### config.mk
export PLATFORM = sky130hd
export DESIGN_NAME = fwd_scoreboard_unit
export DESIGN_NICKNAME = d
export VERILOG_FILES = /design/src/rtl/fwd_pkg.sv /design/src/rtl/fwd_src_select.sv /design/src/rtl/fwd_scoreboard_unit.sv
export SDC_FILE = /design/constraint.sdc
export NUM_CORES = 1
export LEC_CHECK = 0
export BUFFER_PORTS_ARGS = -buffer_cell sky130_fd_sc_hd__buf_2
export CORE_ASPECT_RATIO = 1.25
export CORE_MARGIN = 5
export CORE_UTILIZATION = 45
export CTS_CLUSTER_SIZE = 28
export DETAILED_ROUTE_END_ITERATION = 10
export PLACE_DENSITY_LB_ADDON = 0.15
export SYNTH_ARGS = -nofsm -noshare
export SYNTH_HDL_FRONTEND = slang
export SYNTH_SLANG_ARGS = --single-unit
### constraint.sdc
create_clock -name clk -period 4.2 [get_ports clk]
set_input_delay 0.84 -clock clk [delete_from_list [all_inputs] [get_ports clk]]
set_output_delay 0.84 -clock clk [all_outputs]
set_load 0.01 [all_outputs]
### src/rtl/fwd_pkg.sv
// rtl/fwd_pkg.sv - shared constants, types and helpers for the forwarding scoreboard
package fwd_pkg;

   localparam int SEL_RF = 0;
   localparam int SB_LAT_W = 3;

   typedef logic [SB_LAT_W-1:0] sb_cnt_t;

   function automatic int sel_width(input int num_stages);
      return $clog2(num_stages + 1);
   endfunction

endpackage

### src/rtl/fwd_src_select.sv
// rtl/fwd_src_select.sv - per-source youngest-first forwarding matcher
module fwd_src_select
   import fwd_pkg::*;
#(
   parameter int NUM_STAGES = 2,
   parameter int REG_AW     = 4,
   parameter int SEL_W      = 2
) (
   input  logic                         i_id_valid,
   input  logic                         i_used,
   input  logic [REG_AW-1:0]            i_src,
   input  logic [NUM_STAGES*REG_AW-1:0] i_stage_dest,
   input  logic [NUM_STAGES-1:0]        i_stage_wb_en,
   input  logic [NUM_STAGES-1:0]        i_stage_ready,
   output logic [SEL_W-1:0]             o_sel,
   output logic                         o_hazard
);

   logic             w_hit;
   logic             w_hit_ready;
   logic [SEL_W-1:0] w_hit_sel;

   // Scan oldest to youngest so the youngest match is the one left standing;
   // an unready youngest match must block, never expose an older stage.
   always_comb begin
      w_hit       = 1'b0;
      w_hit_ready = 1'b0;
      w_hit_sel   = SEL_W'(SEL_RF);
      for (int s = NUM_STAGES - 1; s >= 0; s--) begin
         if (i_stage_wb_en[s] && (i_stage_dest[s*REG_AW +: REG_AW] == i_src)) begin
            w_hit       = 1'b1;
            w_hit_ready = i_stage_ready[s];
            w_hit_sel   = SEL_W'(s + 1);
         end
      end
   end

   always_comb begin
      o_sel    = SEL_W'(SEL_RF);
      o_hazard = 1'b0;
      if (i_id_valid && i_used && w_hit) begin
         if (w_hit_ready) begin
            o_sel = w_hit_sel;
         end else begin
            o_hazard = 1'b1;
         end
      end
   end

endmodule

### src/rtl/fwd_scoreboard_unit.sv
// rtl/fwd_scoreboard_unit.sv - EX operand forwarding with multi-cycle producer scoreboard; FWD_PERF_CNT_EN adds stall_cycles
module fwd_scoreboard_unit
   import fwd_pkg::*;
#(
   parameter int NUM_SRC    = 3,
   parameter int NUM_STAGES = 2,
   parameter int REG_AW     = 4,
   parameter int LAT_W      = 3,
   localparam int SEL_W     = sel_width(NUM_STAGES)
) (
   input  logic                         clk,
   input  logic                         rst_n,
   input  logic                         flush,
   input  logic                         id_valid,
   input  logic [NUM_SRC*REG_AW-1:0]    src,
   input  logic [NUM_SRC-1:0]           src_used,
   input  logic [NUM_STAGES*REG_AW-1:0] stage_dest,
   input  logic [NUM_STAGES-1:0]        stage_wb_en,
   input  logic [NUM_STAGES-1:0]        stage_ready,
   input  logic                         issue_valid,
   input  logic [REG_AW-1:0]            issue_dest,
   input  logic                         issue_wb_en,
   input  logic [LAT_W-1:0]             issue_lat,
   output logic [NUM_SRC*SEL_W-1:0]     sel_src,
   output logic                         stall
`ifdef FWD_PERF_CNT_EN
   ,
   output logic [31:0]                  stall_cycles
`endif
);

   localparam int NUM_REGS = 2 ** REG_AW;

   logic [LAT_W-1:0]         r_cnt [NUM_REGS];
   logic [NUM_SRC*SEL_W-1:0] w_sel;
   logic [NUM_SRC-1:0]       w_hazard;
   logic [NUM_SRC-1:0]       w_busy;
   logic                     w_stall;
   logic                     w_issue_fire;
   logic                     w_issue_load;

   for (genvar g = 0; g < NUM_SRC; g++) begin : g_src
      fwd_src_select #(
         .NUM_STAGES (NUM_STAGES),
         .REG_AW     (REG_AW),
         .SEL_W      (SEL_W)
      ) u_sel (
         .i_id_valid    (id_valid),
         .i_used        (src_used[g]),
         .i_src         (src[g*REG_AW +: REG_AW]),
         .i_stage_dest  (stage_dest),
         .i_stage_wb_en (stage_wb_en),
         .i_stage_ready (stage_ready),
         .o_sel         (w_sel[g*SEL_W +: SEL_W]),
         .o_hazard      (w_hazard[g])
      );

      // Consumer reads the pre-edge counter, so a same-cycle issue is not visible yet.
      assign w_busy[g] = (r_cnt[src[g*REG_AW +: REG_AW]] != '0);
   end

   assign w_stall      = rst_n && id_valid && (|(src_used & (w_busy | w_hazard)));
   assign stall        = w_stall;
   assign sel_src      = rst_n ? w_sel : '0;
   assign w_issue_fire = issue_valid && !w_stall;
   assign w_issue_load = w_issue_fire && issue_wb_en && (issue_lat != '0);

   always_ff @(posedge clk) begin
      if (!rst_n || flush) begin
         for (int r = 0; r < NUM_REGS; r++) begin
            r_cnt[r] <= '0;
         end
      end else begin
         for (int r = 0; r < NUM_REGS; r++) begin
            if (w_issue_load && (issue_dest == REG_AW'(r))) begin
               r_cnt[r] <= issue_lat;
            end else if (r_cnt[r] != '0) begin
               r_cnt[r] <= r_cnt[r] - 1'b1;
            end
         end
      end
   end

`ifdef FWD_PERF_CNT_EN
   logic [31:0] r_stall_cycles;

   // Flush does not clear this; it measures lifetime stall pressure.
   always_ff @(posedge clk) begin
      if (!rst_n) begin
         r_stall_cycles <= '0;
      end else if (w_stall) begin
         r_stall_cycles <= r_stall_cycles + 32'd1;
      end
   end

   assign stall_cycles = r_stall_cycles;
`endif

endmodule
* Yosys cells after proc, flatten, opt, wreduce, memory -nomap -nowiden *
Memories as Yosys holds them, arrays and structs flattened.
Index checks and enable logic that the tools add are counted.

cells by class
  reductions and logical operators = 58
  add/subtract/negate cells = 16
  mux-type cells = 177
  order comparisons = 0
  div/mod/pow operators = 0
  equality and inequality tests = 21
  bitwise operators = 34
  shift operators = 0
  multipliers = 0

operator list
  cell                                                  number
  2-to-1 mux 1 bit                                      132
  2-to-1 mux 3 bit                                      32
  nonzero test 3 bit                                    20
  subtractor 3 x 1 -> 3 bit (second input constant)     16
  logical AND 1 bit                                     33
  equality test 4 bit (second input constant)           8
  bitwise OR 1 bit                                      32
  equality test 4 bit                                   6
  2-to-1 mux 2 bit                                      12
  equality test 4 x 3 -> 1 bit (second input constant)  4
  equality test 4 x 2 -> 1 bit (second input constant)  2
  2-to-1 mux 6 bit                                      1
  equality test 4 x 1 -> 1 bit (second input constant)  1
  zero test 4 bit                                       1
  AND 3 bit                                             1
  bitwise OR 3 bit                                      1
  OR reduction 3 bit                                    1
  zero test 1 bit                                       2
  logical OR 1 bit                                      1

storage, ports and cells
  RAM bits = 48
  register bits after elaboration = 0
  memories = 1
  output and inout port bits = 7
  bits in latches = 0
  ROM bits = 0
  input bits = 40

memory list
  name   words  width  rd ports  clocked after memory_dff  write ports  RTL line                   RTL
  r_cnt  16     3      19        0                         16           fwd_scoreboard_unit.sv:34  logic [LAT_W-1:0] r_cnt [NUM_REGS];

* Logic depth before layout (Yosys ltp) *
Gate-level depths: netlist of the first run.

  word-level depth = 20
  gate-level depth with buffers = 12

* By module *
From an unflattened synthesis of the first run, not the netlist that was laid out.

second synthesis, totals
  cell total of the unflattened synthesis = 463
  area, all modules = 4,496.8 um^2

modules (own cells, without submodules)
  module               area an instance (um^2)  times used  cells an instance
  fwd_scoreboard_unit  4,076.4                  1           409
  fwd_src_select       140.1                    3           18

* Worst setup path before layout of the first run *
No wires, ideal clock.

  path type = in2reg
  start point = input src[10]
  end point = memory r_cnt[1][0] (data pin)
  data required time = 3.938 ns
  path slack = 0.310 ns
  stages = 10
  buffers on the path = 2
  arrival time = 3.628 ns
  path through = clkbuf_1 -> xor2_1 -> nor4_1 -> mux2_2 -> o31a_1 -> nor4_4 -> inv_2 -> buf_4 -> or4_4 -> mux2_1

RTL lines
  what             RTL line                   RTL
  start, declared  fwd_scoreboard_unit.sv:15  input logic [NUM_SRC*REG_AW-1:0] src,
  end, declared    fwd_scoreboard_unit.sv:34

* Worst setup path after layout of the first run *
  start point = input src[4]
  end point = output stall

on the way
  cells in the longest elaborated chain, start to end = 10
  elaborated cells between the ends (all ways) = 17
  those cells by class = 2 x eq/ne; 6 x mux; 2 x bitwise; 6 x reduce/logical; 1 x memory

ends and longest elaborated chain
  what                                                          RTL line                                    RTL
  equality test 4 bit                                           fwd_src_select.sv:30                        if (i_stage_wb_en[s] && (i_stage_dest[s*REG_AW +: REG_AW] == i_src)) begin
  logical AND 1 bit                                             fwd_src_select.sv:30
  2-to-1 mux 1 bit (2 in a row)                                 fwd_src_select.sv:30
  2-to-1 mux 1 bit / logical AND 1 bit (equally long branches)  fwd_src_select.sv:42, fwd_src_select.sv:41
  2-to-1 mux 1 bit                                              fwd_src_select.sv:41                        if (i_id_valid && i_used && w_hit) begin
  bitwise OR 3 bit (*)                                          fwd_scoreboard_unit.sv:62                   assign w_stall = rst_n && id_valid && (|(src_used & (w_busy | w_hazard)));
  AND 3 bit (*)                                                 fwd_scoreboard_unit.sv:62
  OR reduction 3 bit (*)                                        fwd_scoreboard_unit.sv:62
  logical AND 1 bit (*)                                         fwd_scoreboard_unit.sv:62
  end, declared                                                 fwd_scoreboard_unit.sv:25                   output logic stall

Every way passes the cells marked *; elsewhere a longest branch is shown, timed or not.

==> flow_metrics.tcl, run 1 <==
set metrics [dict create \
    status "finished, final reports clean" \
    syn-num-nets 537 \
    seqPwrFrac_pct 37.4 \
    start_kind "input port" \
    timing.rr.end "r_cnt[2][2]" \
    top_regs "r_cnt: 48 flops" \
    drc 0 \
    rsz0062_at_grt "false" \
    cts_resized 0 \
    slew_headroom_pct 30.7 \
    ff2ff_path_depth 9 \
    finish.net_count 577 \
    grt_first_pass_wirelength_um 18300 \
    internal-power_mw 1.55 \
    cts_buffer_depth 2 \
    ys_types 60 \
    crit_fanout 12 \
    final_common_cell "inv_1" \
    num_vias 3635 \
    core_um2 9560 \
    cts_made_buffers 5 \
    io_pins 47 \
    ys.flop_type "edfxtp_1" \
    syn2layout_area_growth_pct 11.8 \
    drive_above_1_share_pct 21.1 \
    fin_crit_ps 3750 \
    whs_ps 745 \
    port_buffers 46 \
    swShare_pct 39.0 \
    maxSlewViolCount 0 \
    drt-initial-drc-count 170 \
    yosysSeqAreaShare_pct 33.1 \
    cap_violations 0 \
    arrival_ps 2910 \
    clk_latency_ps 300 \
    post_cts_buffers 0 \
    netlist.area_leader.share_pct 33.1 \
    finalCritPeriodShare_pct 89.3 \
    num_rows 40 \
    gp_congestion 0.918 \
    start_util_pct 45.5 \
    synth_area_leaders "edfxtp_1, ha_1, mux2_2" \
    synthCells 465 \
    die_w_um 98.0 \
    max_freq_mhz 267 \
    cts-root-buf "clkbuf_16" \
    cts_tree "yes" \
    ys_seq_elements 48 \
    ctsHoldBuffers 0 \
    criticalPathCategory "in2out" \
    yosysWarningCount 0 \
    syn-mean-instance-area_um2 9.36 \
    drtPass1Iterations 4 \
    p_leak_nw 1.99 \
    clockPowerShare_pct 15.7 \
    hold_viol 0 \
    fp.dieArea_um2 11700 \
    switching_power_mw 0.989 \
    p_total_mw 2.53 \
    grtUsageTotal_pct 19.7 \
    cts.sinks 48 \
    grt_pass1_vias 3712 \
    clk_pin_slew_ps 60 \
    r2r_setup_slack_ps 680 \
    final_cell_mix "inv_1, nor3_1, edfxtp_1, buf_2, ha_1" \
    pwr_density_cell_nw_per_um2 521 \
    synth-async-reset-ratio_pct 0 \
    finalSetupViolCount 0 \
    tightest_slew_ps 1040 \
    wirelength_um 11400 \
    gr-total-overflow 0 \
    diodes 0 \
    die_y_um 120 \
    pwr-share-comb_pct 46.9 \
    required_ps 3360 \
    worstHoldEndpoint "r_cnt[8][0]" \
    htree_levels 2 \
    largest_reg_flops 48 \
    end_kind "primary output" \
    netlist_area_um2 4350 \
    final.setup.tns_ps 0 \
    synth_edf_count 48 \
    startpoint "src[4]" \
    holdPathStages 2 \
    hp-start "r_cnt[8][0]" \
    grt_max_degree 39 \
    synth_largest_area_cell "edfxtp_1" \
    regMostFlops "r_cnt" \
    vdd_ir_drop_max_v 0.000210 \
    grt_antenna_before_repair 0 \
    rr_startpoint "r_cnt[12][0]" \
    antenna_left 0 \
    routed_via_density 5.75 \
    hold_path.class "reg2reg" \
    dp.final_hpwl_um 8630 \
    finClkSkew_ps 10.3 \
    drt-wirelength-per-cell_um 18.0 \
]
[logic make-up (layout without fill, tap and decap cells)]
kind of cell,after synthesis,in the layout,synth area share (%)
mux,53,53,13.9
fa+ha+maj,32,32,9.20
compound gates,56,56,9.40
buf+inv,79,120,7.02
xor+xnor,24,24,4.83
simple gates,173,173,22.5
flops,48,48,33.1
[per-stage QoR]
stage | cell area (um^2) | setup WS [ps] | util [%] | cells
after global placement | 4730 | 296 | 49.5 | 624
after detailed placement | 4730 | 227 | 49.5 | 624
after floorplan | 4350 | 310 | - | 465
after global routing | 4870 | 305 | 50.9 | 632
final | 4870 | 448 | 50.9 | 632
after CTS | 4870 | 444 | 50.9 | 632
[synth_stat cells (all sizes together) (3+ instances only)]
| cell | n |
|---|---|
| a211oi | 6 |
| or4 | 10 |
| nand3 | 16 |
| nor3 | 48 |
| o21ai | 6 |
| nand2b | 7 |
| a311oi | 3 |
| xnor2 | 18 |
| edfxtp | 48 |
| mux2i | 3 |
| or2 | 4 |
| o311ai | 3 |
| clkbuf | 18 |
| and2 | 3 |
| a21oi | 13 |
| a31oi | 6 |
| ha | 32 |
| a2111oi | 3 |
| nand2 | 18 |
| and3 | 6 |
| xor2 | 6 |
| nor2 | 27 |
| mux2 | 49 |
| nor4 | 19 |
| buf | 6 |
| inv | 55 |
[worst max-delay path, cell delays in order]
cell and delay [ps]:
buf_2 150, or4_4 500, a211oi_2 290, o21ai_1 130
a221oi_2 240, nor2_1 90, nor4_4 290, inv_2 190
buf_2 190
[power groups by stage]
stage / sequential, mW / clock, mW / combinational [mW]
2_1_floorplan: 0.899 / 0 / 0.932
3_5_place_dp: 0.955 / 0 / 1.20
3_3_place_gp: 0.944 / 0 / 1.17
5_1_grt: 0.975 / 0.423 / 1.36
6_report: 0.947 / 0.397 / 1.19
4_1_cts: 0.945 / 0.406 / 1.20
[area by class of cell]
| type | instances | area (um^2) |
|---|---|---|
| well taps | 126 | 158 |
| inverters | 55 | 206 |
| multi-input cells | 338 | 2610 |
| clock inverters | 1 | 3.75 |
| clock buffers | 7 | 133 |
| fillers | 901 | 4690 |
| repair buffers | 57 | 313 |
| flip-flops and latches | 48 | 1440 |
[per-layer routing]
layer	routed length, um	vias to the layer above	GRT usage (%)
met5	0	-	0
met1	4820	1705	22.9
met3	658	25	4.13
met2	5500	105	34.2
met4	379	0	9.78
li1	-	1800	-
[how the worst max path moves through the flow]
stage / endpoint / slack [ps] / cells past startpoint
after floorplan: r_cnt[1][0] / 310 / 10
after global placement: r_cnt[0][1] / 300 / 10
after detailed placement: r_cnt[2][2] / 230 / 10
after CTS: stall / 440 / 9
after global routing: stall / 300 / 9
final: stall / 450 / 9
Power figures use the tool's default switching activity.
==> run 2, diff against run 1 <==
CORE_ASPECT_RATIO = 0.7   (was 1.25)
==> run 2 against run 1 <==
Compared with the run above:
- maximum frequency fell by 2.0%
- clock power rose by 5%
- clock skew fell by 4.5 ps
- largest cell class unchanged
- hold slack improved by 1.2 ps
- critical endpoint unchanged
==> flow_metrics.tcl, run 2 (synthesis results as in run 1) <==
set metrics [dict create \
    end_kind "primary output" \
    cts_tree "yes" \
    drt-wirelength-per-cell_um 18.5 \
    crit_path_max_incr_delay_ps 480 \
    wirelength_um 11800 \
    r2r_setup_slack_ps 680 \
    fill_cells 903 \
    regMostFlops "r_cnt" \
    crit_top_cell "buf_2" \
    tightest_slew_ps 1140 \
    numPlacedInstances 626 \
    dp.final_hpwl_um 8910 \
    finish.net_count 577 \
    diodes 0 \
    required_ps 3360 \
    htree_levels 2 \
    top_regs "r_cnt: 48 flops" \
    grt_antenna_before_repair 0 \
    whs_ps 746 \
    cts.sinks 48 \
    slowest_stage "or4b_1" \
    status "finished, final reports clean" \
    finClkSkew_ps 5.74 \
    fin_ws_ps 371 \
    placed_area_um2 4730 \
    rr_startpoint "r_cnt[12][0]" \
    internal-power_mw 1.56 \
    seqPwrFrac_pct 36.5 \
    drive_above_1_share_pct 21.5 \
    start_util_pct 45.5 \
    core_um2 9570 \
    timing.rr.end "r_cnt[0][0]" \
    ctsHoldBuffers 0 \
    finalSetupViolCount 0 \
    cts_resized 0 \
    ff2ff_path_depth 9 \
    gp_congestion 0.981 \
    start_kind "input port" \
    routed_via_density 5.83 \
    hold_path.class "reg2reg" \
    gr-total-overflow 0 \
    cts_made_buffers 5 \
    grt_pass1_vias 3537 \
    path_cells "buf_2 > or4b_1 > a32oi_1 > o21ai_1 > a221oi_2 > nor2_1 > nor4_4 > inv_2 > buf_2" \
    grt_first_pass_wirelength_um 18900 \
    port_buffers 46 \
    max_freq_mhz 261 \
    finalCritPeriodShare_pct 91.2 \
    drc 0 \
    grt_max_degree 27 \
    drt-initial-drc-count 279 \
    die_w_um 128 \
    clk_latency_ps 300 \
    slew_headroom_pct 24.1 \
    pwr-share-comb_pct 47.6 \
    pwr_density_cell_nw_per_um2 535 \
    finalInstanceArea_um2 4880 \
    cap_violations 0 \
    io_pins 47 \
    antenna_left 0 \
    num_rows 30 \
    p_leak_nw 1.98 \
    syn2layout_area_growth_pct 12.1 \
    cts-root-buf "clkbuf_16" \
    final_cells 634 \
    hold_viol 0 \
    crit_end "stall" \
    multi_input_area_um2 2610 \
    fin_crit_ps 3830 \
    maxSlewViolCount 0 \
    clk_pin_slew_ps 70 \
    arrival_ps 2990 \
    post_cts_buffers 0 \
    switching_power_mw 1.05 \
    drtPass1Iterations 5 \
    regArea_um2 1440 \
    swShare_pct 40.4 \
    dpl_worst_slack_ps 189 \
    largest_reg_flops 48 \
    final.setup.tns_ps 0 \
    num_vias 3697 \
    final_cell_mix "inv_1, nor3_1, edfxtp_1, buf_2, ha_1" \
    final_common_cell "inv_1" \
    clockPowerShare_pct 15.9 \
    die_y_um 92.3 \
    fp.dieArea_um2 11800 \
    criticalPathCategory "in2out" \
    cts_buffer_depth 2 \
    crit_fanout 13 \
    grtUsageTotal_pct 20.5 \
    rsz0062_at_grt "false" \
    vdd_ir_drop_max_v 0.000254 \
    startpoint "src[4]" \
]
[run 2: changes by cell type in the layout (fill, tap and decap cells not counted), sizes merged]
cell	previous run	this run
clkinvlp	0	2
clkbuf	7	5
[run 2: final cells by class]
| class | instances | share of cell area (%) |
|---|---|---|
| Clock buffer | 5 | 2.57 |
| Clock inverter | 3 | 0.385 |
| Inverter | 55 | 4.23 |
| Multi-Input combinational cell | 338 | 53.6 |
| Sequential cell | 48 | 29.6 |
| Tap cell | 128 | 3.28 |
| Timing Repair Buffer | 57 | 6.41 |
[run 2: power groups by stage]
stage / Combinational (mW) / Clock, mW / Sequential, mW
CTS: 1.24 / 0.421 / 0.947
finish: 1.24 / 0.415 / 0.951
detailed placement: 1.24 / 0 / 0.958
floorplan: 0.932 / 0 / 0.899
global route: 1.41 / 0.442 / 0.981
global placement: 1.20 / 0 / 0.957
[run 2: worst min path at each step]
| stage | from | slack [ps] | to | cells past startpoint |
|---|---|---|---|---|
| CTS | r_cnt[8][2] | 750 | r_cnt[8][0] | 1 |
| finish | r_cnt[8][0] | 750 | r_cnt[8][0] | 2 |
| floorplan | r_cnt[8][2] | 660 | r_cnt[8][0] | 1 |
| global route | r_cnt[8][2] | 770 | r_cnt[8][2] | 1 |
| global placement | r_cnt[8][0] | 720 | r_cnt[8][0] | 2 |
| detailed placement | r_cnt[8][2] | 730 | r_cnt[8][1] | 1 |
[run 2: metal layers]
metal	vias to the layer above	GRT usage [%]	wire length, um
met5	-	0	0
met4	0	4.55	96
met3	8	4.60	904
met2	134	30.7	5140
met1	1754	29.9	5610
li1	1801	-	-
[run 2: stage by stage]
stage	utilization [%]	total power, mW
global route	51.0	2.83
global placement	49.5	2.15
finish	51.0	2.61
floorplan	-	1.83
CTS	51.0	2.61
detailed placement	49.5	2.20
[run 2: worst max-delay path: cells and delay by family]
family | cells | cell delay (ps)
buffers and inverters | 3 | 610
and+or+nand+nor | 3 | 870
AOI/OAI and AO/OA | 3 | 650
